### config.mk
export PLATFORM = sky130hd
export DESIGN_NAME = ex_hazard_ctrl_flat
export DESIGN_NICKNAME = d
export VERILOG_FILES = /design/src/rtl/ex_hazard_ctrl_pkg.sv /design/src/rtl/ex_hazard_ctrl_if.sv /design/src/rtl/ex_hazard_ctrl_lu_hazard_det.sv /design/src/rtl/ex_hazard_ctrl.sv /design/src/flat_wrapper.sv
export SDC_FILE = /design/constraint.sdc
export NUM_CORES = 1
export LEC_CHECK = 0
export ABC_AREA = 1
export BUFFER_PORTS_ARGS = -buffer_cell sky130_fd_sc_hd__buf_2
export CAP_MARGIN = 20
export CORE_MARGIN = 8
export CORE_UTILIZATION = 43
export DETAILED_ROUTE_END_ITERATION = 6
export PLACE_DENSITY = 0.75
export SYNTH_ARGS = -nofsm -noshare
export SYNTH_HDL_FRONTEND = slang
export SYNTH_SLANG_ARGS = --single-unit
### constraint.sdc
create_clock -name clk -period 2.3 [get_ports clk]
set_clock_uncertainty 0.2 [all_clocks]
set_input_delay 0.115 -clock clk [delete_from_list [all_inputs] [get_ports clk]]
set_output_delay 0.115 -clock clk [all_outputs]
set_load 0.02 [all_outputs]
### src/rtl/ex_hazard_ctrl_pkg.sv
// Shared defines and types for the EX hazard controller: datapath width,
// the hard-wired zero register index and the controller FSM encodings.
`ifndef XLEN
`define XLEN 32
`endif

package ex_hazard_ctrl_pkg;
  localparam int XLEN = `XLEN;

  // x0 never carries a real dependency, so it is excluded from hazards
  localparam logic [4:0] REG_X0 = 5'd0;

  typedef enum logic [1:0] {
    ST_RUN  = 2'd0,
    ST_LU   = 2'd1,
    ST_TRAP = 2'd2
  } state_e;
endpackage

### src/rtl/ex_hazard_ctrl_if.sv
// Pipeline <-> hazard controller bundle. The master is the pipeline side
// (drives stage status, consumes stall/flush/redirect); the slave is the
// controller.
interface ex_hazard_ctrl_if #(parameter int CNT_W = 32);
  import ex_hazard_ctrl_pkg::*;

  logic             ID_valid_i;
  logic             ID_rs1_ren_i;
  logic             ID_rs2_ren_i;
  logic [4:0]       ID_rs1_idx_i;
  logic [4:0]       ID_rs2_idx_i;
  logic             EX_valid_i;
  logic             EX_op_load_i;
  logic             EX_rd_wen_i;
  logic [4:0]       EX_rd_idx_i;
  logic             EX_mispredict_i;
  logic [XLEN-1:0]  EX_redirect_pc_i;
  logic             WB_trap_i;
  logic             WB_mret_i;
  logic [XLEN-1:0]  trap_vec_i;
  logic [XLEN-1:0]  mepc_i;
  logic             MEM_ready_i;

  logic             stall_id_o;
  logic             bubble_ex_o;
  logic             if_flush_o;
  logic             id_flush_o;
  logic             ex_flush_o;
  logic             redirect_valid_o;
  logic [XLEN-1:0]  redirect_pc_o;
  logic [1:0]       state_o;
  logic [CNT_W-1:0] lu_stall_cnt_o;

  modport master (
    output ID_valid_i, ID_rs1_ren_i, ID_rs2_ren_i, ID_rs1_idx_i, ID_rs2_idx_i,
    output EX_valid_i, EX_op_load_i, EX_rd_wen_i, EX_rd_idx_i,
    output EX_mispredict_i, EX_redirect_pc_i,
    output WB_trap_i, WB_mret_i, trap_vec_i, mepc_i, MEM_ready_i,
    input  stall_id_o, bubble_ex_o, if_flush_o, id_flush_o, ex_flush_o,
    input  redirect_valid_o, redirect_pc_o, state_o, lu_stall_cnt_o
  );

  modport slave (
    input  ID_valid_i, ID_rs1_ren_i, ID_rs2_ren_i, ID_rs1_idx_i, ID_rs2_idx_i,
    input  EX_valid_i, EX_op_load_i, EX_rd_wen_i, EX_rd_idx_i,
    input  EX_mispredict_i, EX_redirect_pc_i,
    input  WB_trap_i, WB_mret_i, trap_vec_i, mepc_i, MEM_ready_i,
    output stall_id_o, bubble_ex_o, if_flush_o, id_flush_o, ex_flush_o,
    output redirect_valid_o, redirect_pc_o, state_o, lu_stall_cnt_o
  );
endinterface

### src/rtl/ex_hazard_ctrl_lu_hazard_det.sv
// Load-use dependency detector: a valid load in EX writing a non-zero
// register that the valid ID instruction reads on either source port.
module lu_hazard_det
  import ex_hazard_ctrl_pkg::*;
(
  input  logic       ex_valid,
  input  logic       ex_load,
  input  logic       ex_rd_wen,
  input  logic [4:0] ex_rd_idx,
  input  logic       id_valid,
  input  logic       rs1_ren,
  input  logic [4:0] rs1_idx,
  input  logic       rs2_ren,
  input  logic [4:0] rs2_idx,
  output logic       hazard
);
  logic producer, rs1_hit, rs2_hit;

  assign producer = ex_valid & ex_load & ex_rd_wen & (ex_rd_idx != REG_X0);
  assign rs1_hit  = rs1_ren & (rs1_idx == ex_rd_idx);
  assign rs2_hit  = rs2_ren & (rs2_idx == ex_rd_idx);
  assign hazard   = producer & id_valid & (rs1_hit | rs2_hit);
endmodule

### src/rtl/ex_hazard_ctrl.sv
// EX-stage hazard controller: 2-cycle load-use stall, mispredict flush and
// trap/mret flush with a registered one-cycle fetch redirect. A low
// MEM_ready freezes all state while the flush outputs stay live.
module ex_hazard_ctrl
  import ex_hazard_ctrl_pkg::*;
#(
  parameter int CNT_W = 32
) (
  input  logic         clk,
  input  logic         rst,
  ex_hazard_ctrl_if.slave bus
);
  state_e            state, state_nxt;
  logic              hazard, trap, in_trap, ready;
  logic              stall, bubble, if_fl, id_fl, ex_fl;
  logic              rdr_valid;
  logic [XLEN-1:0]   rdr_pc;
  logic [CNT_W-1:0]  cnt;

  lu_hazard_det u_det (
    .ex_valid  (bus.EX_valid_i),
    .ex_load   (bus.EX_op_load_i),
    .ex_rd_wen (bus.EX_rd_wen_i),
    .ex_rd_idx (bus.EX_rd_idx_i),
    .id_valid  (bus.ID_valid_i),
    .rs1_ren   (bus.ID_rs1_ren_i),
    .rs1_idx   (bus.ID_rs1_idx_i),
    .rs2_ren   (bus.ID_rs2_ren_i),
    .rs2_idx   (bus.ID_rs2_idx_i),
    .hazard    (hazard)
  );

  assign ready   = bus.MEM_ready_i;
  assign trap    = bus.WB_trap_i | bus.WB_mret_i;
  // TRAP state keeps every stage flushed for its single cycle
  assign in_trap = trap | (state == ST_TRAP);

  // state register; frozen while downstream is not ready
  always_ff @(posedge clk) begin
    if (rst)        state <= ST_RUN;
    else if (ready) state <= state_nxt;
  end

  // next state: trap > mispredict > load-use; LU and TRAP last one cycle
  always_comb begin
    state_nxt = ST_RUN;
    if (trap)                               state_nxt = ST_TRAP;
    else if (state == ST_TRAP)              state_nxt = ST_RUN;
    else if (bus.EX_mispredict_i)           state_nxt = ST_RUN;
    else if ((state == ST_RUN) && hazard)   state_nxt = ST_LU;
  end

  // stall/bubble/flush outputs, all forced low during reset
  always_comb begin
    stall  = 1'b0;
    bubble = 1'b0;
    if_fl  = 1'b0;
    id_fl  = 1'b0;
    ex_fl  = 1'b0;
    if (!rst) begin
      if (in_trap) begin
        if_fl = 1'b1;
        id_fl = 1'b1;
        ex_fl = 1'b1;
      end else if (bus.EX_mispredict_i) begin
        if_fl = 1'b1;
        id_fl = 1'b1;
      end else if ((state == ST_LU) || ((state == ST_RUN) && hazard)) begin
        stall  = 1'b1;
        bubble = 1'b1;
      end
      if (!ready) stall = 1'b1;
    end
  end

  // redirect register: one-cycle pulse, PC zeroed when idle
  always_ff @(posedge clk) begin
    if (rst) begin
      rdr_valid <= 1'b0;
      rdr_pc    <= '0;
    end else if (ready) begin
      if (trap) begin
        rdr_valid <= 1'b1;
        rdr_pc    <= bus.WB_trap_i ? bus.trap_vec_i : bus.mepc_i;
      end else if ((state != ST_TRAP) && bus.EX_mispredict_i) begin
        rdr_valid <= 1'b1;
        rdr_pc    <= bus.EX_redirect_pc_i;
      end else begin
        rdr_valid <= 1'b0;
        rdr_pc    <= '0;
      end
    end
  end

  // saturating count of cycles that actually inserted a bubble
  always_ff @(posedge clk) begin
    if (rst)                                 cnt <= '0;
    else if (ready && bubble && (cnt != '1)) cnt <= cnt + CNT_W'(1);
  end

  assign bus.stall_id_o       = stall;
  assign bus.bubble_ex_o      = bubble;
  assign bus.if_flush_o       = if_fl;
  assign bus.id_flush_o       = id_fl;
  assign bus.ex_flush_o       = ex_fl;
  assign bus.redirect_valid_o = rdr_valid;
  assign bus.redirect_pc_o    = rdr_pc;
  assign bus.state_o          = state;
  assign bus.lu_stall_cnt_o   = cnt;
endmodule

### src/flat_wrapper.sv
// flat-port wrapper written by rule: the top's interface ports become plain ports
module ex_hazard_ctrl_flat import ex_hazard_ctrl_pkg::*;
#(
  parameter int CNT_W = 32
)
  (clk, rst, bus_ID_valid_i, bus_ID_rs1_ren_i, bus_ID_rs2_ren_i, bus_ID_rs1_idx_i, bus_ID_rs2_idx_i, bus_EX_valid_i, bus_EX_op_load_i, bus_EX_rd_wen_i, bus_EX_rd_idx_i, bus_EX_mispredict_i, bus_EX_redirect_pc_i, bus_WB_trap_i, bus_WB_mret_i, bus_trap_vec_i, bus_mepc_i, bus_MEM_ready_i, bus_stall_id_o, bus_bubble_ex_o, bus_if_flush_o, bus_id_flush_o, bus_ex_flush_o, bus_redirect_valid_o, bus_redirect_pc_o, bus_state_o, bus_lu_stall_cnt_o);
  ex_hazard_ctrl_if #(.CNT_W(CNT_W)) bus_i ();
  input  logic clk;
  input  logic rst;
  input wire logic [$bits(bus_i.ID_valid_i)-1:0] bus_ID_valid_i;
  input wire logic [$bits(bus_i.ID_rs1_ren_i)-1:0] bus_ID_rs1_ren_i;
  input wire logic [$bits(bus_i.ID_rs2_ren_i)-1:0] bus_ID_rs2_ren_i;
  input wire logic [$bits(bus_i.ID_rs1_idx_i)-1:0] bus_ID_rs1_idx_i;
  input wire logic [$bits(bus_i.ID_rs2_idx_i)-1:0] bus_ID_rs2_idx_i;
  input wire logic [$bits(bus_i.EX_valid_i)-1:0] bus_EX_valid_i;
  input wire logic [$bits(bus_i.EX_op_load_i)-1:0] bus_EX_op_load_i;
  input wire logic [$bits(bus_i.EX_rd_wen_i)-1:0] bus_EX_rd_wen_i;
  input wire logic [$bits(bus_i.EX_rd_idx_i)-1:0] bus_EX_rd_idx_i;
  input wire logic [$bits(bus_i.EX_mispredict_i)-1:0] bus_EX_mispredict_i;
  input wire logic [$bits(bus_i.EX_redirect_pc_i)-1:0] bus_EX_redirect_pc_i;
  input wire logic [$bits(bus_i.WB_trap_i)-1:0] bus_WB_trap_i;
  input wire logic [$bits(bus_i.WB_mret_i)-1:0] bus_WB_mret_i;
  input wire logic [$bits(bus_i.trap_vec_i)-1:0] bus_trap_vec_i;
  input wire logic [$bits(bus_i.mepc_i)-1:0] bus_mepc_i;
  input wire logic [$bits(bus_i.MEM_ready_i)-1:0] bus_MEM_ready_i;
  output wire logic [$bits(bus_i.stall_id_o)-1:0] bus_stall_id_o;
  output wire logic [$bits(bus_i.bubble_ex_o)-1:0] bus_bubble_ex_o;
  output wire logic [$bits(bus_i.if_flush_o)-1:0] bus_if_flush_o;
  output wire logic [$bits(bus_i.id_flush_o)-1:0] bus_id_flush_o;
  output wire logic [$bits(bus_i.ex_flush_o)-1:0] bus_ex_flush_o;
  output wire logic [$bits(bus_i.redirect_valid_o)-1:0] bus_redirect_valid_o;
  output wire logic [$bits(bus_i.redirect_pc_o)-1:0] bus_redirect_pc_o;
  output wire logic [$bits(bus_i.state_o)-1:0] bus_state_o;
  output wire logic [$bits(bus_i.lu_stall_cnt_o)-1:0] bus_lu_stall_cnt_o;
  assign bus_i.ID_valid_i = bus_ID_valid_i;
  assign bus_i.ID_rs1_ren_i = bus_ID_rs1_ren_i;
  assign bus_i.ID_rs2_ren_i = bus_ID_rs2_ren_i;
  assign bus_i.ID_rs1_idx_i = bus_ID_rs1_idx_i;
  assign bus_i.ID_rs2_idx_i = bus_ID_rs2_idx_i;
  assign bus_i.EX_valid_i = bus_EX_valid_i;
  assign bus_i.EX_op_load_i = bus_EX_op_load_i;
  assign bus_i.EX_rd_wen_i = bus_EX_rd_wen_i;
  assign bus_i.EX_rd_idx_i = bus_EX_rd_idx_i;
  assign bus_i.EX_mispredict_i = bus_EX_mispredict_i;
  assign bus_i.EX_redirect_pc_i = bus_EX_redirect_pc_i;
  assign bus_i.WB_trap_i = bus_WB_trap_i;
  assign bus_i.WB_mret_i = bus_WB_mret_i;
  assign bus_i.trap_vec_i = bus_trap_vec_i;
  assign bus_i.mepc_i = bus_mepc_i;
  assign bus_i.MEM_ready_i = bus_MEM_ready_i;
  assign bus_stall_id_o = bus_i.stall_id_o;
  assign bus_bubble_ex_o = bus_i.bubble_ex_o;
  assign bus_if_flush_o = bus_i.if_flush_o;
  assign bus_id_flush_o = bus_i.id_flush_o;
  assign bus_ex_flush_o = bus_i.ex_flush_o;
  assign bus_redirect_valid_o = bus_i.redirect_valid_o;
  assign bus_redirect_pc_o = bus_i.redirect_pc_o;
  assign bus_state_o = bus_i.state_o;
  assign bus_lu_stall_cnt_o = bus_i.lu_stall_cnt_o;
  ex_hazard_ctrl #(.CNT_W(CNT_W)) u_core (.clk(clk), .rst(rst), .bus(bus_i));
endmodule
# Yosys cells after proc, flatten, opt, wreduce, memory -nomap -nowiden
# Cells that the tools add are included.
[op_classes]
n_addsub = 1
mul = 0
div = 0
n_lt_le_gt_ge = 0
eq_ne = 6
n_shift = 0
mux = 20
n_bitwise = 10
n_reduce_logical = 7
[op_table]
columns = ["op", "count"]
rows = [
  ["$mux 32", 3],
  ["$add 32x1->32 const B", 1],
  ["$ne 32x32->1 const B", 1],
  ["$mux 1", 14],
  ["$eq 5x5->1", 2],
  ["$and 1x1->1", 7],
  ["$mux 2", 3],
  ["$reduce_bool 5->1", 1],
  ["$logic_and 1x1->1", 4],
  ["$or 1x1->1", 3],
  ["$eq 2x1->1 const B", 1],
  ["$eq 2x2->1 const B", 1],
  ["$logic_not 2->1", 1],
  ["$ne 2x2->1 const B", 1],
  ["$logic_or 1x1->1", 1],
]
[totals]
regBits = 67
latch_bits = 0
ram_bits = 0
mem_bits_ro = 0
in_bits = 123
out_inout_bits = 72
wordCells = 48
n_memories = 0

# Logic depth before layout (Yosys ltp)
[logic_depth]
word_depth = 13
depth_mapped = 13
ltp_nobuf = 13

# Cells and area by module
# Synthesis repeated with hierarchy kept, for this count alone.
[unflattened]
hier_cells = 640
area_unflattened_um2 = 3995.1
[modules_own_cells]
columns = ["module", "n_inst", "cells_each", "area_per_inst_um2"]
rows = [
  ["ex_hazard_ctrl", 1, 586, 3757.4],
  ["lu_hazard_det", 1, 54, 237.7],
]

# Worst setup path before layout
# Ideal clock, no wire load.
[synth_timing]
path_kind = "reg2reg"
startpoint = "register u_core.cnt[0], in the netlist u_core.bus.lu_stall_cnt_o[0]"
endpoint = "register u_core.cnt[4], in the netlist u_core.bus.lu_stall_cnt_o[4]"
arrival_ns = 1.721
t_required_ns = 1.968
slack_ns = 0.246
stages_incl_launch_ff = 12
n_path_buf = 1
path_cell_list = "dfxtp_1 > ha_1 > nand2_2 > nor2_2 > nand3_1 > nor2_1 > nand4_1 > nand2_2 > inv_2 > buf_2 > nand3_1 > a21oi_1"
[synth_via]
elab_chain_len = 2
[synth_lines]
columns = ["element", "line_no", "source"]
rows = [
  ["start: declaration", "ex_hazard_ctrl.sv:18", "logic [CNT_W-1:0] cnt;"],
  ["start signal: assignment", "ex_hazard_ctrl.sv:98", "else if (ready && bubble && (cnt != '1)) cnt <= cnt + CNT_W'(1);"],
  ["parallel branches: the longest is 2 deep, another holds $add 32x1->32", "-", ""],
]
# Parallel ways; which one is timed is not known.
# A chain may end at the register's enable or synchronous reset.

==> impl_metrics.py <==
metrics = {
    "run_status": {
        "status": "finished clean",
    },
    "global_route": {
        "grt_pass1_wl_microns": 27900,
        "grt_overflow": 0,
        "track_usage": 0.262,
        "grt_pass1_vias": 5618,
        "grt_max_degree": 34,
        "grt_antenna_before_repair": 3,
    },
    "drt": {
        "first_iter_violations": 476,
        "antenna_left": 0,
        "drt_first_pass_iters": 5,
        "vias": 5556,
        "drc": 0,
        "wl_per_cell_microns": 17.4,
        "wirelength_microns": 18000,
        "avgViaCountPerCell": 5.37,
    },
    "placed_design": {
        "port_buffers": 194,
        "detailed_place_hpwl_microns": 11900,
        "gp_congestion": 0.921,
    },
    "critical_path": {
        "path_max_fanout": 19,
        "path_depth": 7,
        "reg2reg_to": "u_core.bus.redirect_pc_o[9]",
        "reg2regPathDepth": 8,
        "arrival_ns": 2.25,
        "crit_path_start_kind": "input port",
        "crit_chain": "dlygate4sd3_1 > buf_2 > clkinvlp_4 > buf_4 > o21ai_0 > a31oi_1 > dlygate4sd3_1",
        "worstSetupStartpoint": "rst",
        "cp_top_family": "buffers and inverters",
        "endpoint": "u_core.bus.redirect_pc_o[15]",
        "cp.required_ns": 2.35,
        "max_stage_delay_ns": 0.57,
        "path_buf_inv": 5,
        "worst_path_most_repeated_cell": "dlygate4sd3_1",
        "path_class": "input port to flop",
        "r2r_start": "u_core.bus.state_o[0]",
        "critPathCaptureType": "flop",
        "slowest_stage": "dlygate4sd3_1",
        "reg2reg_setup_slack_ns": 0.12,
    },
    "pwr": {
        "total_power_mw": 2.74,
        "p_per_area_nw_per_um2": 436,
        "ir_drop_mv": 0.325,
        "power.leakage_nw": 2.79,
    },
    "floorplan": {
        "start_util": 0.437,
        "placementRows": 36,
        "dieWidth_microns": 115,
        "pin_count": 195,
        "core_sq_um": 9640,
        "fp.dieArea_sq_um": 13200,
        "die_h_microns": 115,
    },
    "clock_tree": {
        "cts.htree.levels": 3,
        "cts_tree": "built",
        "clockBufferDepth": 2,
        "cts-root-buf": "clkbuf_8",
        "cts_buffers": 9,
        "worstSkewPairLatency_ns": 0.35,
        "path_clk_slew_ns": 0.09,
        "clock_sinks": 67,
    },
    "synthesis": {
        "ys_types": 29,
        "ys_warn_count": 0,
        "synth_commonest_cells": "nand2_1, dfxtp_1, a21oi_1, inv_1, nor2_1",
        "syn_area_sq_um": 4210,
        "synthTopCellsByArea": "dfxtp_1, nand2_1, a21oi_1",
        "synth_nets": 764,
        "ys.flop_type": "dfxtp_1",
        "synth_edf_count": 0,
        "synth.most_common_cell": "nand2_1",
        "yosysTopAreaCell": "dfxtp_1",
        "yosysSeqAreaShare": 0.319,
        "yosysTopAreaCellShare": 0.319,
        "async_reset_ff_frac": 0,
        "syn_inst": 640,
        "syn_avg_cell_area_sq_um": 6.58,
        "synth-seq-cells": 67,
    },
    "sta": {
        "worstMarginPinSlew_ns": 0.421,
        "finalHoldViolations": 0,
        "tns_ns": 0,
        "fmaxAchievable_mhz": 454,
        "drv_slew": 0,
        "setup_viol": 0,
        "period_share": 0.958,
        "slew_headroom": 0.717,
        "min_period_ns": 2.20,
    },
    "finish": {
        "synthToLayoutAreaGrowth_pct": 49.1,
        "final_layout_size_suffix_gt1_frac": 0.287,
        "fin_nets": 1019,
    },
    "flow_run": {
        "cap_violations": 0,
    },
    "worst_hold_path": {
        "worstHoldStart": "bus_MEM_ready_i",
        "hold_path.class": "input port to flop",
    },
}
==> layout by cell type (no fill, tap or decap), drive strengths merged <==
cell type / n
ha: 1
nand2: 166
o32ai: 1
nor2: 50
clkinv: 2
diode: 3
dlygate4sd3: 70
a31oi: 23
clkinvlp: 4
nand3: 46
o21ai: 35
dfxtp: 67
a211oi: 1
clkbuf: 12
xor2: 24
nor3: 18
nor3b: 1
a21oi: 65
buf: 209
o21bai: 30
inv: 61
a221oi: 9
nand4: 4
==> per-stage QoR <==
step	setup WS [ns]	hold WS, ns	instance area, sq um	util	std cells
detailed placement	0.0801	0.155	5270	0.546	943
global placement	0.185	0.148	5270	0.546	943
floorplan	0.246	0.0606	4210	-	640
global route	-0.00999	0.213	6280	0.651	1035
finish	0.0977	0.190	6280	0.651	1035
CTS	0.00152	0.232	6140	0.637	1028
==> area by class of cell <==
class	count	area [sq um]
fillers	825	3360
diodes	3	7.51
inverters	62	241
clock buffers	10	138
repair buffers	281	1890
multi-input cells	474	2450
flip-flops and latches	67	1340
clock inverters	5	40.0
well taps	133	166
==> metal layers <==
| metal | vias to the layer above | global-route usage | part of all wire |
|---|---|---|---|
| li1 | 2631 | - | - |
| met1 | 2573 | 0.294 | 0.38 |
| met2 | 314 | 0.445 | 0.49 |
| met3 | 38 | 0.0951 | 0.11 |
| met4 | 0 | 0.0989 | 0.028 |
| met5 | - | 0 | 0 |
==> tightest hold or removal path, delay by kind of cell <==
family	cells	cell delay, ns
AO/OA/AOI/OAI	1	0.06
AND/OR/NAND/NOR	2	0.24
buffers and inverters	2	0.27
==> cell families after synthesis <==
family | share of synthesized area
AO/OA/AOI/OAI | 0.233
XOR/XNOR | 0.0499
adder cells (fa/ha/maj) | 0.00297
buffers and inverters | 0.102
flip-flops | 0.319
AND/OR/NAND/NOR | 0.294
==> registers in the layout (all words and copies together) (netlist names) <==
| name | cells |
|---|---|
| u_core.bus.lu_stall_cnt_o | 32 |
| u_core.bus.redirect_pc_o | 32 |
| u_core.bus.redirect_valid_o | 1 |
| u_core.bus.state_o | 2 |
==> worst min path at each step <==
stage          cells past startpoint                            end  slack (ns)
2_1_floorplan                      2   u_core.bus.redirect_pc_o[18]        0.06
3_3_place_gp                       2          u_core.bus.state_o[1]        0.15
3_5_place_dp                       2          u_core.bus.state_o[1]        0.16
4_1_cts                            5  u_core.bus.lu_stall_cnt_o[10]        0.23
5_1_grt                            5  u_core.bus.lu_stall_cnt_o[28]        0.21
6_report                           5  u_core.bus.lu_stall_cnt_o[28]        0.19
==> power by group <==
group          leakage, nW  total, mW  internal [mW]  switching, mW
Combinational         2.16      0.583          0.270          0.314
Clock               0.0806      0.926          0.418          0.508
Sequential           0.549       1.23           1.20         0.0248
==> repair_timing <==
item                                    CTS  global route
endpoints found under the setup margin    0            66
gates resized for setup                   0            14
endpoints found under the hold margin    35             0
buffers inserted                          0             1
hold buffers                             70             0
(Power assumes the default switching activity.)
